===== src/rtl/seg7_scan_counter.sv =====
// Multi-digit BCD up/down counter with load, hold and wrap strobe,
// driving a time-multiplexed seven-segment display with zero blanking.
module seg7_scan_counter #(
  parameter int DIGITS   = 4,
  parameter int PRESCALE = 1000,
  parameter int SCAN_DIV = 64,
  parameter int DP_POS   = 0
) (
  input  logic                  clk,
  input  logic                  rst,
  input  logic                  ena,
  input  logic                  up,
  input  logic                  hold,
  input  logic                  blank_lz,
  input  logic                  load,
  input  logic [4*DIGITS-1:0]   load_val,
  output logic [4*DIGITS-1:0]   count,
  output logic                  wrap,
  output logic [6:0]            seg,
  output logic                  dp,
  output logic [DIGITS-1:0]     digit_sel
);

  localparam int PW = $clog2(PRESCALE);
  localparam int SW = (SCAN_DIV > 1) ? $clog2(SCAN_DIV) : 1;
  localparam int IW = (DIGITS > 1) ? $clog2(DIGITS) : 1;

  localparam logic [PW-1:0] P_LAST = PW'(PRESCALE - 1);
  localparam logic [SW-1:0] S_LAST = SW'(SCAN_DIV - 1);
  localparam logic [IW-1:0] I_LAST = IW'(DIGITS - 1);

  logic [PW-1:0]       pcnt;
  logic [SW-1:0]       scnt;
  logic [IW-1:0]       idx;
  logic                step;
  logic [4*DIGITS-1:0] cnt_inc;
  logic [4*DIGITS-1:0] cnt_dec;
  logic [4*DIGITS-1:0] cnt_ld;
  logic                inc_c;
  logic                dec_b;
  logic [DIGITS-1:0]   zero_up;
  logic [3:0]          cur_dig;
  logic                blank;
  logic [6:0]          seg_dec;

  assign step = ena & ~hold & (pcnt == P_LAST);

  // Ripple carry/borrow; a carry out of the top digit is the wrap.
  always_comb begin
    cnt_inc = count;
    cnt_dec = count;
    cnt_ld  = '0;
    inc_c   = 1'b1;
    dec_b   = 1'b1;
    for (int i = 0; i < DIGITS; i++) begin
      if (inc_c) begin
        if (count[4*i +: 4] == 4'd9) begin
          cnt_inc[4*i +: 4] = 4'd0;
        end else begin
          cnt_inc[4*i +: 4] = count[4*i +: 4] + 4'd1;
          inc_c = 1'b0;
        end
      end
      if (dec_b) begin
        if (count[4*i +: 4] == 4'd0) begin
          cnt_dec[4*i +: 4] = 4'd9;
        end else begin
          cnt_dec[4*i +: 4] = count[4*i +: 4] - 4'd1;
          dec_b = 1'b0;
        end
      end
      cnt_ld[4*i +: 4] = (load_val[4*i +: 4] > 4'd9) ?
                         4'd9 : load_val[4*i +: 4];
    end
  end

  // zero_up[i]: digits i..DIGITS-1 are all zero.
  always_comb begin
    zero_up = '0;
    zero_up[DIGITS-1] = (count[4*DIGITS-1 -: 4] == 4'd0);
    for (int i = DIGITS - 2; i >= 0; i--) begin
      zero_up[i] = zero_up[i+1] & (count[4*i +: 4] == 4'd0);
    end
  end

  assign cur_dig = count[4*idx +: 4];
  assign blank   = blank_lz & (idx != '0) & zero_up[idx];

  always_comb begin
    case (cur_dig)
      4'd0:    seg_dec = 7'h3F;
      4'd1:    seg_dec = 7'h06;
      4'd2:    seg_dec = 7'h5B;
      4'd3:    seg_dec = 7'h4F;
      4'd4:    seg_dec = 7'h66;
      4'd5:    seg_dec = 7'h6D;
      4'd6:    seg_dec = 7'h7D;
      4'd7:    seg_dec = 7'h07;
      4'd8:    seg_dec = 7'h7F;
      4'd9:    seg_dec = 7'h6F;
      default: seg_dec = 7'h00;
    endcase
  end

  always_ff @(posedge clk or posedge rst) begin
    if (rst) begin
      pcnt <= '0;
    end else if (ena) begin
      if (load) begin
        pcnt <= '0;
      end else if (!hold) begin
        pcnt <= step ? '0 : pcnt + 1'b1;
      end
    end
  end

  always_ff @(posedge clk or posedge rst) begin
    if (rst) begin
      count <= '0;
      wrap  <= 1'b0;
    end else if (ena) begin
      wrap <= 1'b0;
      if (load) begin
        count <= cnt_ld;
      end else if (step && up) begin
        count <= cnt_inc;
        wrap  <= inc_c;
      end else if (step) begin
        count <= cnt_dec;
        wrap  <= dec_b;
      end
    end
  end

  always_ff @(posedge clk or posedge rst) begin
    if (rst) begin
      scnt <= '0;
      idx  <= '0;
    end else if (ena) begin
      if (scnt == S_LAST) begin
        scnt <= '0;
        idx  <= (idx == I_LAST) ? '0 : idx + 1'b1;
      end else begin
        scnt <= scnt + 1'b1;
      end
    end
  end

  // Select, segments and point share one register stage: no ghosting.
  always_ff @(posedge clk or posedge rst) begin
    if (rst) begin
      digit_sel <= '0;
      seg       <= '0;
      dp        <= 1'b0;
    end else if (ena) begin
      digit_sel <= DIGITS'(1) << idx;
      seg       <= blank ? 7'h00 : seg_dec;
      dp        <= (int'(idx) == DP_POS);
    end
  end

endmodule

===== config.mk =====
export PLATFORM = sky130hd
export DESIGN_NAME = seg7_scan_counter
export DESIGN_NICKNAME = d
export VERILOG_FILES = /design/src/rtl/seg7_scan_counter.sv
export SDC_FILE = /design/constraint.sdc
export NUM_CORES = 1
export LEC_CHECK = 0
export CORE_ASPECT_RATIO = 0.8
export CORE_UTILIZATION = 45
export DETAILED_ROUTE_END_ITERATION = 8
export GPL_TIMING_DRIVEN = 1
export PLACE_DENSITY = 0.79
export SLEW_MARGIN = 20
export SYNTH_ARGS = -nofsm -noshare
export SYNTH_HDL_FRONTEND = slang
export SYNTH_SLANG_ARGS = --single-unit
export TNS_END_PERCENT = 10

===== constraint.sdc =====
create_clock -name clk -period 4.9 [get_ports clk]
set_clock_uncertainty 0.15 [all_clocks]
set_input_delay 0.98 -clock clk [delete_from_list [all_inputs] [get_ports clk]]
set_output_delay 0.98 -clock clk [all_outputs]
set_load 0.01 [all_outputs]

Word-level counts from Yosys, hierarchy flattened
Memories as Yosys holds them, arrays and structs flattened.
Cells that the tools add are included.
{ "word_totals": {"out_inout_bits": 29, "inputBits": 23, "reg_bits": 47, "wordCells": 112, "mem_count": 1, "latch_bits": 0, "mem_bits_rw": 0, "romBits": 112} }
{ "classes": {"shift": 2, "order_cmp": 5, "n_eq_ne": 11, "div_mod_pow": 0, "n_mux": 46, "add_sub_neg": 11, "n_mul": 0, "bitwise_logic": 8, "n_reduce_logical": 17} }
{ "memory_table": {"columns": ["name", "words", "width", "rd", "rd_ports_with_merged_regs", "wr", "line_no", "rtl"], "rows": [
  ["(no name shown)", 16, 7, 1, 0, 0, "90", "case (cur_dig)"]
]} }
{ "ops": {"columns": ["operator", "count"], "rows": [
  ["4-bit two-way mux", 18],
  ["16-bit two-way mux", 3],
  ["10-bit two-way mux", 3],
  ["1-bit two-way mux", 18],
  ["4-bit by 1-bit adder with 4-bit output (second input constant)", 4],
  ["4-bit equality test (second input constant)", 4],
  ["4-bit > comparator (second input constant)", 4],
  ["4-bit logical NOT", 4],
  ["16-bit by 5-bit variable part select with 4-bit output", 1],
  ["4-bit by 1-bit subtractor with 4-bit output (second input constant)", 4],
  ["4-bit AND reduction", 3],
  ["3-bit nonzero test", 4],
  ["10-bit by 1-bit adder with 10-bit output (second input constant)", 1],
  ["10-bit equality test (second input constant)", 1],
  ["3-bit != test (second input constant)", 3],
  ["1-bit bitwise AND", 7],
  ["7-bit two-way mux", 1],
  ["6-bit by 1-bit adder with 6-bit output (second input constant)", 1],
  ["6-bit equality test (second input constant)", 1],
  ["6-bit two-way mux", 1],
  ["2-bit AND reduction", 3],
  ["1-bit by 2-bit left shift with 4-bit output (first input constant)", 1],
  ["2-bit by 3-bit < comparator with 1-bit output (second input constant)", 1],
  ["2-bit by 1-bit adder with 2-bit output (second input constant)", 1],
  ["other kinds (8)", 8]
]} }

Longest topological paths before layout
Gate-level depths: netlist of the first run.
{ "logic_depth": {"depth_word": 8, "depth_mapped": 9, "depth_no_buf": 7} }

Worst setup path before layout of the first run
No wires, ideal clock.
{ "synth_timing": {"path_type": "input to register", "start": "in ena", "end": "reg count[15]", "required_ns": 4.612, "path_stages": 6, "n_path_buf": 0, "slack_ns": 2.186, "setup_ns": 0.138, "arrival_ns": 2.425, "path_cell_list": "nand4_1 nor4_4 mux2_2 a221o_2 a21oi_1 o31ai_1"} }
{ "synth_between": {"elab_chain_cells": 5, "elab_cells_between_ends": 9, "cone_classes": "1 x eq/ne; 2 x mux; 2 x bitwise; 4 x reduce/logical"} }
{ "synth_rtl": {"columns": ["item", "line_no", "rtl"], "rows": [
  ["from (decl)", "11", "input logic ena,"],
  ["1-bit bitwise AND (2 in series)", "46", "assign step = ena & ~hold & (pcnt == P_LAST);"],
  ["1-bit logical AND", "125", "end else if (step && up) begin"],
  ["3-bit != test (no line), or another cell as far along", null, null],
  ["4-bit AND reduction (no line) or 16-bit two-way mux (tied branches)", null, null],
  ["to (signal assigned)", "124", "count <= cnt_ld;"],
  ["to (signal assigned)", "126", "count <= cnt_inc;"],
  ["to (signal assigned)", "129", "count <= cnt_dec;"],
  ["to (decl)", "17", "output logic [4*DIGITS-1:0] count,"]
]} }
Several ways; a longest one is shown, not always the timed one.
A chain may end at the register's enable or synchronous reset.

Final worst setup path of the first run
{ "layout_timing": {"start": "in hold", "end": "reg count[4]"} }
{ "layout_between": {"elab_chain_cells": 6, "elab_cells_between_ends": 10, "cone_classes": "1 x eq/ne; 2 x mux; 3 x bitwise; 4 x reduce/logical"} }
{ "layout_rtl": {"columns": ["item", "line_no", "rtl"], "rows": [
  ["from (decl)", "13", "input logic hold,"],
  ["1-bit inverter (*)", "46", null],
  ["1-bit bitwise AND (*) (2 in series)", "46", null],
  ["1-bit logical AND", "125", null],
  ["3-bit != test (no line), or another cell as far along", null, null],
  ["4-bit AND reduction (no line) or 16-bit two-way mux (tied branches)", null, null]
]} }
Every way passes the cells marked *; elsewhere a longest branch is shown, timed or not.

==> run metrics, run 1 <==
Peak Freq=0.304 GHz; vias per inst=between 6 and 7; CP top delay family=compound AO/OA/AOI/OAI gates; Die W=98.3 um; post-detail-place hpwl=around 5400 um; CTS tree=yes; max_slew headroom=about 37%; Core ar.=~0.0070 mm^2; Final period util=between 60 and 70%; CP Cell Sequence=clkdlybuf4s50_1 -> or3b_2 -> nor3_1 -> o21a_1 -> o31ai_1 -> a221oi_1 -> a21o_1; post-CTS setup buffer count=0; post-synth top area share=about a third; Synth area leaders=dfrtp_1, o21ai_0, ha_1; sequential-to-total area share from yosys stat=34.5%; die area=slightly below 0.008 mm^2; Port Buffers=just over 50; most frequent cells in the layout=clkdlybuf4s50_1, dfrtp_1, nor2_1; Netlist cell types=74; row count=27; vias=approximately 3,000; max-slew violations=0; DP Area=0.00380 mm^2; Worst EP required=4.98 ns; minimum clock period after layout=between 3 and 4 ns; Clock Latency Late Sink=approximately 0.29 ns; Fin Setup TNS=0 ns; Finished Cell Area=~0.0039 mm^2; Die H=between 70 and 80 um; fin util=between 50% and 60%; setup violators final=0; top_reg_cell synth=dfrtp_1; Hold-fix buffers, CTS=0; Bufs on Longest Clock Path=2; Critical Path Source Type=primary input; synthesized area per cell=about 8.8 um^2; final hold vios=0; crit path capture type=flip-flop; FF+latch count, synth=46; Synth Net Count=between 400 and 500; Antenna diodes=0; yosys warns=0; GRT Util Overall=around a fifth; layout cell share with drive strength beyond 1=roughly 9.0%; DRT antenna net count=0; RSZ-0062 raised after global routing=false; Max VDD drop=roughly 0.16 mV; status=complete, but fails checks; Remaining Overflow, GRT=0; CTS buffer count=5; Post-Synthesis Cell Area=roughly 0.0033 mm^2; critical setup path kind=in2reg; H-Tree Depth=2; most common cell after layout, fill and taps aside=clkdlybuf4s50_1; # DRC=6; Worst Tran Pin Value=between 0.9 and 1 ns; # Max-Cap Violations=0; total wire length=approximately 7600 um; DR WL/cell=around 15 um; fin nets=445; initial antenna violation count=0; Mapped Cells=about 380; Crit path arrival time=3.37 ns; Critical path buffers and inverters=1; slowest cell on the critical path=o21a_1; Starting DRT DRC Count=275; leakage=roughly 1.5 nW; Post-synth EDFFs=0; ys async rst share=100%; CTS root buf=clkbuf_8; GP Congestion=about 0.87; slowest stage delay, CP=between 0.5 and 0.6 ns; initial core utilization=47.5%; synthesis-to-finish area growth=16.6%; vias in the first global route=between 2,000 and 3,000; TritonCTS Sinks=between 40 and 50; largest net degree at the start of global routing=47; Clk pin slew, worst setup/hold paths=around 0.080 ns; Critical Path Fanout Max=16; failing checks=DRC; first-pass GRT wire length=around 13,000 um; DRT Pass-1 Iters=8; PD cells=394 mW/mm^2; largest area contributor in the netlist=dfrtp_1; post-CTS sizing=0; Worst Hold Class=reg2reg; Ports=52
through the flow:
stage / total power, mW / hold slack [ns] / worst slack [ns] / cells
global placement: 1.28 / 0.312 / 1.36 / 491
CTS: 1.54 / 0.333 / 1.65 / 499
detailed placement: 1.30 / 0.320 / 1.36 / 491
finish: 1.53 / 0.325 / 1.61 / 499
global route: 1.66 / 0.341 / 1.43 / 499
floorplan: 1.08 / 0.295 / 2.19 / 379
metal layers:
layer	routed length, um	global-route usage (%)	share of wire (%)
met5	0	0	0
met4	22	2.99	0.29
met3	625	3.96	8.2
met2	3350	31.1	44
met1	3580	29.9	47
cell type report:
class	count	area [um^2]
clock buffer	7	86.3
sequential	46	1150
inverter	20	75.1
fill	636	3130
tap	87	109
timing repair buffer	54	533
multi-input combinational	284	1930
clock inverter	1	5.00
report_power, final:
part	total (mW)	internal (mW)	switching, mW
combinational	0.648	0.357	0.292
clock	0.236	0.114	0.122
sequential	0.648	0.479	0.169
total	1.53	0.949	0.583
worst reg2reg max path, cell delays in order (launching register included):
cell       delay (ns)
dfrtp_1          0.38
ha_1             0.27
or3b_4           0.44
or4_4            0.61
nand2_1          0.11
a21boi_0         0.07
a2111oi_0        0.53
o31ai_1          0.13
kinds of logic (layout without fill, tap and decap cells):
logic type                 count (synthesis)  in the layout  synth area share [%]
adders and majority gates                 11             11                  4.12
AOI/OAI and AO/OA                        110            110                  21.9
and+or+nand+nor                          132            132                  21.3
muxes                                     15             15                  6.30
xor gates and xnor gates                  16             16                  4.20
DFF                                       46             46                  34.5
buffers and inverters                     49             82                  7.80
state kept, by name, summed over array words and instances, names as in the netlist:
name       count
count         16
digit_sel      4
idx            2
pcnt          10
scnt           6
seg            7
wrap           1
Yosys cell counts, drive strengths merged (2+ instances only):
library cell,count
a211oi,7
a21boi,3
a21o,2
a21oi,23
a221oi,2
a31oi,3
a32o,2
a32oi,3
and2,5
and3,2
and4,3
buf,6
clkbuf,23
dfrtp,46
ha,11
inv,19
mux2,8
mux2i,3
mux4,4
nand2,27
nand2b,4
nand3,12
nand3b,3
nand4,7
nand4b,3
nor2,36
nor2b,3
nor3,5
nor3b,4
nor4,7
o211ai,3
o21a,3
o21ai,30
o22ai,8
o31a,2
o31ai,6
or2b,2
or3,3
or3b,2
or4,2
xnor2,11
xor2,5
path summary, 6_finish.rpt:
check                       endpoint  cells past startpoint  slack, ns     from
setup reg to reg            count[7]                      7       2.09  pcnt[0]
setup / recovery            count[4]                      7       1.61     hold
max in group asynchronous  count[11]                      2       2.94      rst
hold reg to reg              scnt[4]                      1       0.32  scnt[4]
min in group asynchronous    scnt[1]                      2       1.06      rst
hold / removal               scnt[4]                      1       0.32  scnt[4]
(Power assumes the default switching activity.)
==> inputs of run 2 (changes only) <==
--- a/config.mk
+++ b/config.mk
@@ -9,7 +9,7 @@
 export CORE_UTILIZATION = 45
 export DETAILED_ROUTE_END_ITERATION = 8
 export GPL_TIMING_DRIVEN = 1
-export PLACE_DENSITY = 0.79
+export PLACE_DENSITY = 0.81
 export SLEW_MARGIN = 20
 export SYNTH_ARGS = -nofsm -noshare
 export SYNTH_HDL_FRONTEND = slang
==> constraint.sdc (replaced) <==
create_clock -name clk -period 2.8 [get_ports clk]
set_clock_uncertainty 0.15 [all_clocks]
set_input_delay 0.56 -clock clk [delete_from_list [all_inputs] [get_ports clk]]
set_output_delay 0.56 -clock clk [all_outputs]
set_load 0.01 [all_outputs]
==> run 2 against run 1 <==
Against the previous run:
- the run still ends with DRC left
- combinational power grew 94%
- total power grew 81%
- hold slack gained 0.012 ns
- cell count grew 5.4%
- global-route usage grew 2.2 points
- clock power grew 79%
- sequential share of layout area shrank 1.6 points
- design area grew 5.8%
- sequential power grew 68%
- routed wire length grew 10%
- utilization grew 3.2 points
- first-iteration DRC count shrank 29%
- largest cell class unchanged
==> run metrics, run 2 (synthesized netlist as in run 1, its figures left out) <==
status=complete, but fails checks (unchanged); failing checks=DRC (unchanged); post-CTS setup buffer count=0 (unchanged); Peak Freq=0.378 GHz; slowest stage delay, CP=0.57 ns (was 0.54 ns); RR Endpoint=count[7] (unchanged); max_slew headroom=47.9% (was 37.1%); Remaining Overflow, GRT=0 (unchanged); H-Tree Depth=2 (unchanged); first-pass GRT wire length=13,800 um (was 12,900 um); initial core utilization=47.5% (unchanged); FF-to-FF setup slack=0.15 ns (was 2.09 ns); largest net degree at the start of global routing=30 (was 47); fin nets=472 (was 445); Starting DRT DRC Count=195 (was 275); CP Cell Sequence=ha_1 -> or3b_4 -> or4_4 -> nand2_1 -> a21boi_0 -> a2111oi_0 -> o31ai_1 (was clkdlybuf4s50_1 -> or3b_2 -> nor3_1 -> o21a_1 -> o31ai_1 -> a221oi_1 -> a21o_1); post-place setup slack=-0.0514 ns (was 1.36 ns); Bufs on Longest Clock Path=2 (unchanged); CTS tree=yes (unchanged); top flop regs=count (16), pcnt (10), seg (7) (unchanged); worst r2r src=pcnt[0] (unchanged); Most flops, register=count (unchanged); vias in the first global route=3,009 (was 2,680); Clock Latency Late Sink=0.31 ns (was 0.29 ns); Worst Hold End=scnt[4] (unchanged); GRT Util Overall=22.4% (was 20.2%); DR WL/cell=15.9 um (was 15.2 um); DRT Pass-1 Iters=9 (was 8); Max VDD drop=0.306 mV (was 0.155 mV); Worst Tran Pin Value=0.774 ns (was 0.944 ns); TritonCTS Sinks=46 (unchanged); Die H=79.0 um (unchanged); Clk pin slew, worst setup/hold paths=0.09 ns (was 0.08 ns); hold path depth=1 (unchanged); Worst Reg-to-Reg Cells=7 (unchanged); fin util=58.6% (was 55.4%); PD cells=672 mW/mm^2 (was 394 mW/mm^2); Hold-fix buffers, CTS=0 (unchanged); vias=3,136 (was 3,004); Critical path buffers and inverters=0 (was 1); number of flip-flops in the largest register=16 (unchanged); total wire length=8360 um (was 7580 um); vias per inst=5.96 (was 6.02); layout cell share with drive strength beyond 1=14.6% (was 8.98%); most common cell after layout, fill and taps aside=clkdlybuf4s50_1 (unchanged); Setup WS post-layout=0.152 ns (was 1.61 ns); initial antenna violation count=0 (unchanged); GP Congestion=0.882 (was 0.869); Port Buffers=51 (unchanged); # DRC=1 (was 6); row count=27 (unchanged); synthesis-to-finish area growth=23.4% (was 16.6%); Die W=98.3 um (unchanged); leakage=1.66 nW (was 1.53 nW); post-CTS sizing=0 (unchanged); setup violators final=0 (unchanged); Total Power=2.77 mW (was 1.53 mW); CTS buffer count=5 (unchanged); die area=0.00777 mm^2 (unchanged); Crit path arrival time=2.68 ns (was 3.37 ns); CP top delay family=simple AND/OR/NAND/NOR gates (was compound AO/OA/AOI/OAI gates); Core ar.=0.00703 mm^2 (unchanged); CTS root buf=clkbuf_8 (unchanged); # Max-Cap Violations=0 (unchanged); minimum clock period after layout=roughly 2.6 ns; worst hold slack=0.337 ns (was 0.325 ns); Final period util=94.6%; post-detail-place hpwl=6200 um (was 5420 um); Worst EP required=2.83 ns (was 4.98 ns); most frequent cells in the layout=clkdlybuf4s50_1, dfrtp_1, nor2_1 (unchanged); DRT antenna net count=0 (unchanged); Worst Hold Class=reg2reg (unchanged); Ports=52 (unchanged); final hold vios=0 (unchanged); RSZ-0062 raised after global routing=false (unchanged); hold_sp=scnt[4] (unchanged); Critical Path Source Type=flip-flop (was primary input); critical setup path kind=reg2reg (was in2reg); Antenna diodes=0 (unchanged); slowest cell on the critical path=or4_4 (was o21a_1); crit path capture type=flip-flop (unchanged); max-slew violations=0 (unchanged); Critical Path Fanout Max=8 (was 16)
==> run 2: cell count changes in the layout (fill, tap and decap cells not counted) <==
cell,delta
clkinv_4,+1
clkbuf_1,-1
buf_12,+2
clkinvlp_4,+1
clkinv_1,+1
inv_2,-1
clkbuf_8,-1
buf_4,+25
==> run 2: per-layer routing <==
metal  track usage [%]  wire, um
met5                 0         0
met4              8.36        66
met3              5.81       647
met2              36.7      3930
met1              28.7      3720
==> run 2: worst reg2reg max path, delay by kind of cell, from the launching register on <==
family | cells | cell delay (ns)
DFF | 1 | 0.39
and+or+nand+nor | 3 | 1.12
adders and majority gates | 1 | 0.27
AOI/OAI and AO/OA | 3 | 0.59
==> run 2: metrics by stage <==
| stage | cell area, um^2 | instances | TNS (ns) |
|---|---|---|---|
| 2_1_floorplan | 3340 | 379 | 0 |
| 3_5_place_dp | 4030 | 518 | -0.0792 |
| 5_1_grt | 4120 | 526 | 0 |
| 4_1_cts | 4120 | 526 | 0 |
| 3_3_place_gp | 4030 | 518 | -0.0153 |
| 6_report | 4120 | 526 | 0 |
==> run 2: how the worst max path moves through the flow <==
| stage | from | slack (ns) | to | cells past startpoint |
|---|---|---|---|---|
| 2_1_floorplan | pcnt[0] | 0.30 | count[15] | 7 |
| 3_3_place_gp | hold | -0.02 | count[5] | 8 |
| 3_5_place_dp | hold | -0.05 | count[5] | 8 |
| 4_1_cts | pcnt[0] | 0.18 | count[7] | 7 |
| 5_1_grt | pcnt[0] | 0.05 | count[6] | 8 |
| 6_report | pcnt[0] | 0.15 | count[7] | 7 |
==> run 2: report_power, final <==
| group | switching, mW | internal (mW) | leakage, nW |
|---|---|---|---|
| combinational | 0.591 | 0.666 | 1.05 |
| clock | 0.247 | 0.176 | 0.0441 |
| sequential | 0.252 | 0.839 | 0.569 |
| total | 1.09 | 1.68 | 1.66 |
==> run 2: final cells by class <==
| type | count | area [um^2] |
|---|---|---|
| Clock buffer | 5 | 68.8 |
| Clock inverter | 3 | 21.3 |
| Inverter | 20 | 75.1 |
| Tap cell | 87 | 109 |
| Sequential cell | 46 | 1150 |
| Multi-Input combinational cell | 284 | 1930 |
| Timing Repair Buffer | 81 | 761 |
| Fill cell | 618 | 2910 |
